## src/rtl/frv_dmem_arbiter.sv

```systemverilog
// Two-master arbiter for the core data memory port: m0 priority, lock held across stalls.
// Define FRV_DMEM_ARB_FAIR_EN to enable the m1 anti-starvation counter (limit WAIT_LIMIT).
module frv_dmem_arbiter #(
  parameter int WAIT_LIMIT = 4
) (
  input  logic        g_clk,
  input  logic        g_resetn,
  input  logic        m0_cen,
  input  logic        m0_wen,
  input  logic [3:0]  m0_strb,
  input  logic [31:0] m0_addr,
  input  logic [31:0] m0_wdata,
  output logic        m0_stall,
  output logic        m0_error,
  output logic [31:0] m0_rdata,
  input  logic        m1_cen,
  input  logic        m1_wen,
  input  logic [3:0]  m1_strb,
  input  logic [31:0] m1_addr,
  input  logic [31:0] m1_wdata,
  output logic        m1_stall,
  output logic        m1_error,
  output logic [31:0] m1_rdata,
  output logic        dmem_cen,
  output logic        dmem_wen,
  output logic [3:0]  dmem_strb,
  output logic [31:0] dmem_addr,
  output logic [31:0] dmem_wdata,
  input  logic        dmem_stall,
  input  logic        dmem_error,
  input  logic [31:0] dmem_rdata,
  output logic [1:0]  arb_owner
);

  typedef enum logic [1:0] {
    OWN_NONE = 2'b00,
    OWN_M0   = 2'b01,
    OWN_M1   = 2'b10
  } owner_t;

  owner_t owner_reg;
  owner_t owner_next;
  logic   grant0;
  logic   grant1;
  logic   starve;

  always_ff @(posedge g_clk or negedge g_resetn) begin
    if (!g_resetn) begin
      owner_reg <= OWN_NONE;
    end else begin
      owner_reg <= owner_next;
    end
  end

  // Grants are suppressed while reset is held so nothing reaches the port.
  always_comb begin
    grant0     = 1'b0;
    grant1     = 1'b0;
    owner_next = owner_reg;
    if (g_resetn) begin
      case (owner_reg)
        OWN_NONE: begin
          if (starve && m1_cen) begin
            grant1 = 1'b1;
          end else if (m0_cen) begin
            grant0 = 1'b1;
          end else if (m1_cen) begin
            grant1 = 1'b1;
          end
          if (grant0 && dmem_stall) begin
            owner_next = OWN_M0;
          end else if (grant1 && dmem_stall) begin
            owner_next = OWN_M1;
          end
        end
        OWN_M0: begin
          grant0 = m0_cen;
          if (!m0_cen || !dmem_stall) begin
            owner_next = OWN_NONE;
          end
        end
        OWN_M1: begin
          grant1 = m1_cen;
          if (!m1_cen || !dmem_stall) begin
            owner_next = OWN_NONE;
          end
        end
        default: owner_next = OWN_NONE;
      endcase
    end
  end

  always_comb begin
    dmem_cen   = 1'b0;
    dmem_wen   = 1'b0;
    dmem_strb  = 4'h0;
    dmem_addr  = 32'h0;
    dmem_wdata = 32'h0;
    if (grant0) begin
      dmem_cen   = 1'b1;
      dmem_wen   = m0_wen;
      dmem_strb  = m0_strb;
      dmem_addr  = m0_addr;
      dmem_wdata = m0_wdata;
    end else if (grant1) begin
      dmem_cen   = 1'b1;
      dmem_wen   = m1_wen;
      dmem_strb  = m1_strb;
      dmem_addr  = m1_addr;
      dmem_wdata = m1_wdata;
    end
  end

  assign m0_stall  = grant0 ? dmem_stall : m0_cen;
  assign m1_stall  = grant1 ? dmem_stall : m1_cen;
  assign m0_error  = grant0 & dmem_error;
  assign m1_error  = grant1 & dmem_error;
  assign m0_rdata  = dmem_rdata;
  assign m1_rdata  = dmem_rdata;
  assign arb_owner = owner_reg;

`ifdef FRV_DMEM_ARB_FAIR_EN
  localparam logic [3:0] LIMIT = 4'(WAIT_LIMIT);

  logic [3:0] wait_cnt_reg;
  logic [3:0] wait_cnt_next;

  // Counts m0 completions that overtook a waiting m1; saturates at the limit.
  always_comb begin
    wait_cnt_next = wait_cnt_reg;
    if (!m1_cen || (grant1 && !dmem_stall)) begin
      wait_cnt_next = 4'd0;
    end else if (grant0 && !dmem_stall && (wait_cnt_reg != LIMIT)) begin
      wait_cnt_next = wait_cnt_reg + 4'd1;
    end
  end

  always_ff @(posedge g_clk or negedge g_resetn) begin
    if (!g_resetn) begin
      wait_cnt_reg <= 4'd0;
    end else begin
      wait_cnt_reg <= wait_cnt_next;
    end
  end

  assign starve = (wait_cnt_reg == LIMIT);
`else
  // WAIT_LIMIT is inert without fair mode; strict m0 priority.
  assign starve = 1'b0 & (WAIT_LIMIT > 0);
`endif

endmodule

```

## config.mk

```make
export PLATFORM = sky130hd
export DESIGN_NAME = frv_dmem_arbiter
export DESIGN_NICKNAME = d
export VERILOG_FILES = /design/src/rtl/frv_dmem_arbiter.sv
export SDC_FILE = /design/constraint.sdc
export NUM_CORES = 1
export LEC_CHECK = 0
export ABC_CLOCK_PERIOD_IN_PS = 1600
export CORE_AREA = 2 2 124 126
export CTS_BUF_LIST = sky130_fd_sc_hd__clkbuf_4 sky130_fd_sc_hd__clkbuf_8
export DETAILED_ROUTE_END_ITERATION = 8
export DIE_AREA = 0 0 126 128
export REMOVE_ABC_BUFFERS = 1
export SYNTH_ARGS = -nofsm -noshare
export SYNTH_HDL_FRONTEND = slang
export SYNTH_SLANG_ARGS = --single-unit
```

## constraint.sdc

```tcl
create_clock -name g_clk -period 1.6 [get_ports g_clk]
set_input_delay 0.32 -clock g_clk [delete_from_list [all_inputs] [get_ports g_clk]]
set_output_delay 0.32 -clock g_clk [all_outputs]
set_load 0.01 [all_outputs]
```

# ---- Word-level counts from Yosys, hierarchy flattened
# Cells that the tools add are included.
dict set report totals {
  reg_bits 2
  latchBits 0
  mem_bits_rw 0
  romBits 0
  inputBits 176
  output_inout_bits 140
  wordCells 45
  mem_count 0
}
dict set report op_classes {
  n_addsub 0
  n_mul 0
  div_mod_pow 0
  n_lt_le_gt_ge 0
  eq_ne 5
  shift 0
  mux 28
  bitwise 2
  reduce_logical 9
}
# cell count
set op_table {}
lappend op_table {{32-bit two-way mux} 4}
lappend op_table {{1-bit two-way mux} 15}
lappend op_table {{2-bit two-way mux} 4}
lappend op_table {{4-bit two-way mux} 2}
lappend op_table {{2-bit one-hot mux with 3 select lines} 1}
lappend op_table {{2-bit inequality test, second input constant} 2}
lappend op_table {{1-bit one-hot mux with 2 select lines} 2}
lappend op_table {{4-bit AND reduction} 1}
lappend op_table {{1-bit zero test} 3}
lappend op_table {{3-bit inequality test, second input constant} 1}
lappend op_table {{1-bit AND} 2}
lappend op_table {{2-bit by 1-bit equality test with 1-bit output, second input constant} 1}
lappend op_table {{2-bit equality test, second input constant} 1}
lappend op_table {{1-bit logical AND} 2}
lappend op_table {{2-bit zero test} 1}
lappend op_table {{1-bit logical OR} 2}

# ---- Depth between registers and ports, before layout
dict set report depth {
  ltp_word 8
  depth_mapped 4
  mapped_depth_nobuf 2
}

# ---- Least setup slack after synthesis
# OpenSTA, ideal clock, no wires.
dict set report synth_timing {
  path_type {flip-flop to output port}
  startpoint {register owner_reg[1], in the netlist arb_owner[1]}
  endpoint {output port dmem_addr[0]}
  arrival_time_ps 1146
  required_ps 1280
  setup_slack_ps 134
  path_stages_with_launch 5
  n_path_buf 2
  path_cell_list {dfrtp_1 -> nand2b_1 -> buf_2 -> buf_2 -> a32o_1}
}
dict set report synth_via {
  elab_chain_cells 5
  elab_cells_between_ends 9
  classes_between {eq/ne: 2; mux: 6; reduce/logical: 1}
}
# element line_no
set synth_rtl {}
lappend synth_rtl {{start: declaration} 41} ;# owner_t owner_reg;
lappend synth_rtl {{start signal: assignment} 51} ;# owner_reg <= owner_next;
lappend synth_rtl {{2-bit equality test / 2-bit zero test (equally long branches)} 61} ;# case (owner_reg)
lappend synth_rtl {{1-bit one-hot mux with 2 select lines} 61}
lappend synth_rtl {{1-bit two-way mux} 60} ;# if (g_resetn) begin
lappend synth_rtl {{32-bit two-way mux} 105} ;# end else if (grant1) begin
lappend synth_rtl {{32-bit two-way mux (*)} 99} ;# if (grant0) begin
lappend synth_rtl {{end: declaration} 27} ;# output logic [31:0] dmem_addr,
# Every way passes the cells marked *; elsewhere a longest branch is shown, timed or not.

# ---- Final worst setup path
dict set report layout_timing {
  startpoint {register owner_reg[1], in the netlist arb_owner[1]}
  endpoint {output port dmem_wdata[16]}
}
dict set report layout_via {
  elab_chain_cells 5
  elab_cells_between_ends 9
  classes_between {eq/ne: 2; mux: 6; reduce/logical: 1}
}
# element line_no
set layout_rtl {}
lappend layout_rtl {{2-bit equality test / 2-bit zero test (equally long branches)} 61}
lappend layout_rtl {{1-bit one-hot mux with 2 select lines} 61}
lappend layout_rtl {{1-bit two-way mux} 60}
lappend layout_rtl {{32-bit two-way mux} 105}
lappend layout_rtl {{32-bit two-way mux (*)} 99}
lappend layout_rtl {{end: declaration} 28} ;# output logic [31:0] dmem_wdata,
# Marked as above.

==> flow_summary.yaml <==
layout:
  layout-drive-gt1-share_pct: 30.0
  fillers: 1634
  area_growth_pct: 109
  final-instance-count-excl-fill: 604
  largest_register_ffs: 2
  fin_nets: 594
  regArea_um2: 50.0
  fin_util_pct: 27.7
  design_area_um2: 4120
  insertedDiodeCount: 0
  multi_input_area_um2: 1250
worst_setup_path:
  critPathLaunch: "arb_owner[1]"
  cp.arrival_ns: 1.52
  rr_worst_depth: 3
  crit_end: "dmem_wdata[16]"
  worst_r2r_endpoint: "arb_owner[0]"
  criticalPathCategory: "register to primary output"
  cp.required_ns: 1.28
  reg2reg_setup_slack_ns: 0.43
  cp-start-kind: "register"
  crit_fanout: 4
  reg2reg_from: "arb_owner[1]"
  end_kind: "primary output"
clock_network:
  clk_path_buf_depth: 2
  path_clk_slew_ns: 0.03
  h-tree-depth: 1
  root_buffer: "clkbuf_8"
  clkLatencyLatePin_ns: 0.21
  cts_buffers: 3
  cts_tree: "yes"
  cts_sinks: 2
sta:
  grt_setup_unrepaired: "yes"
  slew_violations: 0
  finalSetupTns_ns: -14.89
  hold_violations: 0
  slew-limit-headroom_pct: 87.8
  whs_ns: 0.294
  period_share_pct: 115
  layout_setup_ws_ns: -0.241
  clock.fmax_ghz: 0.543
  clock_skew_ns: 0.000963
  setup-violations-final: 73
  period_minus_slack_ns: 1.84
  tightest_slew_ns: 0.182
synthesis:
  synthCells: 251
  synthesis.area_um2: 1970
  synth_seq_area_share_pct: 2.54
  yosysWarnings: 0
  ys_seq_elements: 2
  synthDistinctLibCells: 18
  synth.avg_cell_area_um2: 7.86
hold_path:
  hp-class: "input pin to asynchronous set/reset pin"
grt:
  grt_max_degree: 39
  grt_util_met2_pct: 23.3
  antenna_found_initial: 0
  grt_overflow: 0
  grt_pass1_wl_mm: 18.9
  grt.busiest_layer: "met2"
  grt_pass1_vias: 2871
  grt_util_met3_pct: 9.56
  grt_use_total_pct: 15.5
  grt_util_met1_pct: 19.2
placed_design:
  dp_hpwl_mm: 9.63
  io_buffer_count: 219
  post-place-ws_ns: -0.790
  gp_congestion: 0.756
  dpl.cell_count: 576
  post_dp_cell_area_um2: 3910
floorplanning:
  start_util_pct: 13.3
  die_y_um: 128
  rows: 45
  die_x_um: 126
  io_pins: 316
  die_area_um2: 16100
  core_um2: 14900
routing:
  vias: 2788
  initialDrtViolationCount: 92
  routedWlPerCell_um: 23.4
  wl_mm: 14.2
  vias_per_cell: 4.62
  drc: 0
  postRouteAntennaNets: 0
  drt-pass1-iter-count: 4
outcome:
  violations: "setup timing"
  status: "complete, but fails checks"
power:
  power_mw: 1.54
  powerDensity_nw_per_um2: 373
  p_leak_nw: 1.75
  ir_drop_mv: 0.273
flow_run:
  drv_cap: 0
[routing by layer]
metal | vias to the layer above | wire (um)
met4 | 2 | 72
met1 | 1343 | 5820
met2 | 213 | 6160
met5 | - | 68
li1 | 1220 | -
met3 | 10 | 2030
[synth_stat cells]
library cell | count | share of area (%)
nand3b_1 | 1 | 0.38
buf_2 | 21 | 5.3
and2b_1 | 1 | 0.38
nand2b_1 | 2 | 0.63
and2_1 | 70 | 22
inv_1 | 1 | 0.19
o31a_1 | 1 | 0.44
and4_1 | 1 | 0.44
buf_4 | 65 | 25
buf_6 | 8 | 4.6
nor2b_1 | 2 | 0.63
clkbuf_1 | 2 | 0.38
o21a_1 | 2 | 0.76
dfrtp_1 | 2 | 2.5
a2bb2oi_1 | 1 | 0.44
and3b_1 | 1 | 0.44
a22o_1 | 1 | 0.44
a32o_1 | 69 | 35
[how the worst min path moves through the flow]
stage,from,end,slack (ns),cells past startpoint
finish,g_resetn,arb_owner[0],0.29,3
global route,g_resetn,arb_owner[0],0.33,3
CTS,g_resetn,arb_owner[0],0.30,3
detailed placement,dmem_rdata[23],m1_rdata[23],0.64,0
global placement,dmem_rdata[23],m1_rdata[23],0.64,0
floorplan,g_resetn,arb_owner[0],0.02,0
[cell usage in the layout (no fill, tap or decap)]
cell	n
clkdlybuf4s50_1	140
and2_1	70
buf_2	68
a32o_1	66
buf_4	9
buf_6	9
buf_16	8
buf_12	8
buf_8	5
clkbuf_16	4
a32o_2	3
clkbuf_8	3
clkbuf_2	3
dlygate4sd2_1	3
o21a_1	2
dfrtp_1	2
nor2b_4	1
nand2b_2	1
and3b_2	1
and4_1	1
nand2b_4	1
and2b_1	1
o31a_1	1
nor2b_1	1
nand3b_1	1
a2bb2oi_1	1
inv_1	1
a22o_1	1
bufbuf_16	1
[critical path, stage by stage, from the launching register on]
cell       delay, ns
dfrtp_1         0.38
and3b_2         0.34
buf_8           0.16
clkbuf_16       0.15
a32o_1          0.13
buf_2           0.13
[layout make-up]
class	count	share of cell area (%)
Multi-Input combinational cell	152	30.3
Inverter	1	0.0911
Tap cell	188	5.71
Clock buffer	3	1.00
Sequential cell	2	1.21
Timing Repair Buffer	258	61.6
[report_power, final]
part           switching (mW)  internal [mW]
Sequential            0.00407         0.0556
Clock                  0.0385          0.159
Combinational           0.494          0.786
[repair_timing]
action | CTS | global route
pin swaps | 8 | 7
setup buffers | 10 | 1
hold buffers | 0 | 0
gates cloned | 10 | 5
resized for setup | 305 | 30
endpoints found under the setup margin | 75 | 73
[logic make-up after synthesis]
family | Yosys count | synth area share, %
flops | 2 | 2.54
buf+inv | 97 | 35.2
simple gates | 78 | 25.1
compound gates | 74 | 37.1
(Power assumes the default switching activity.)
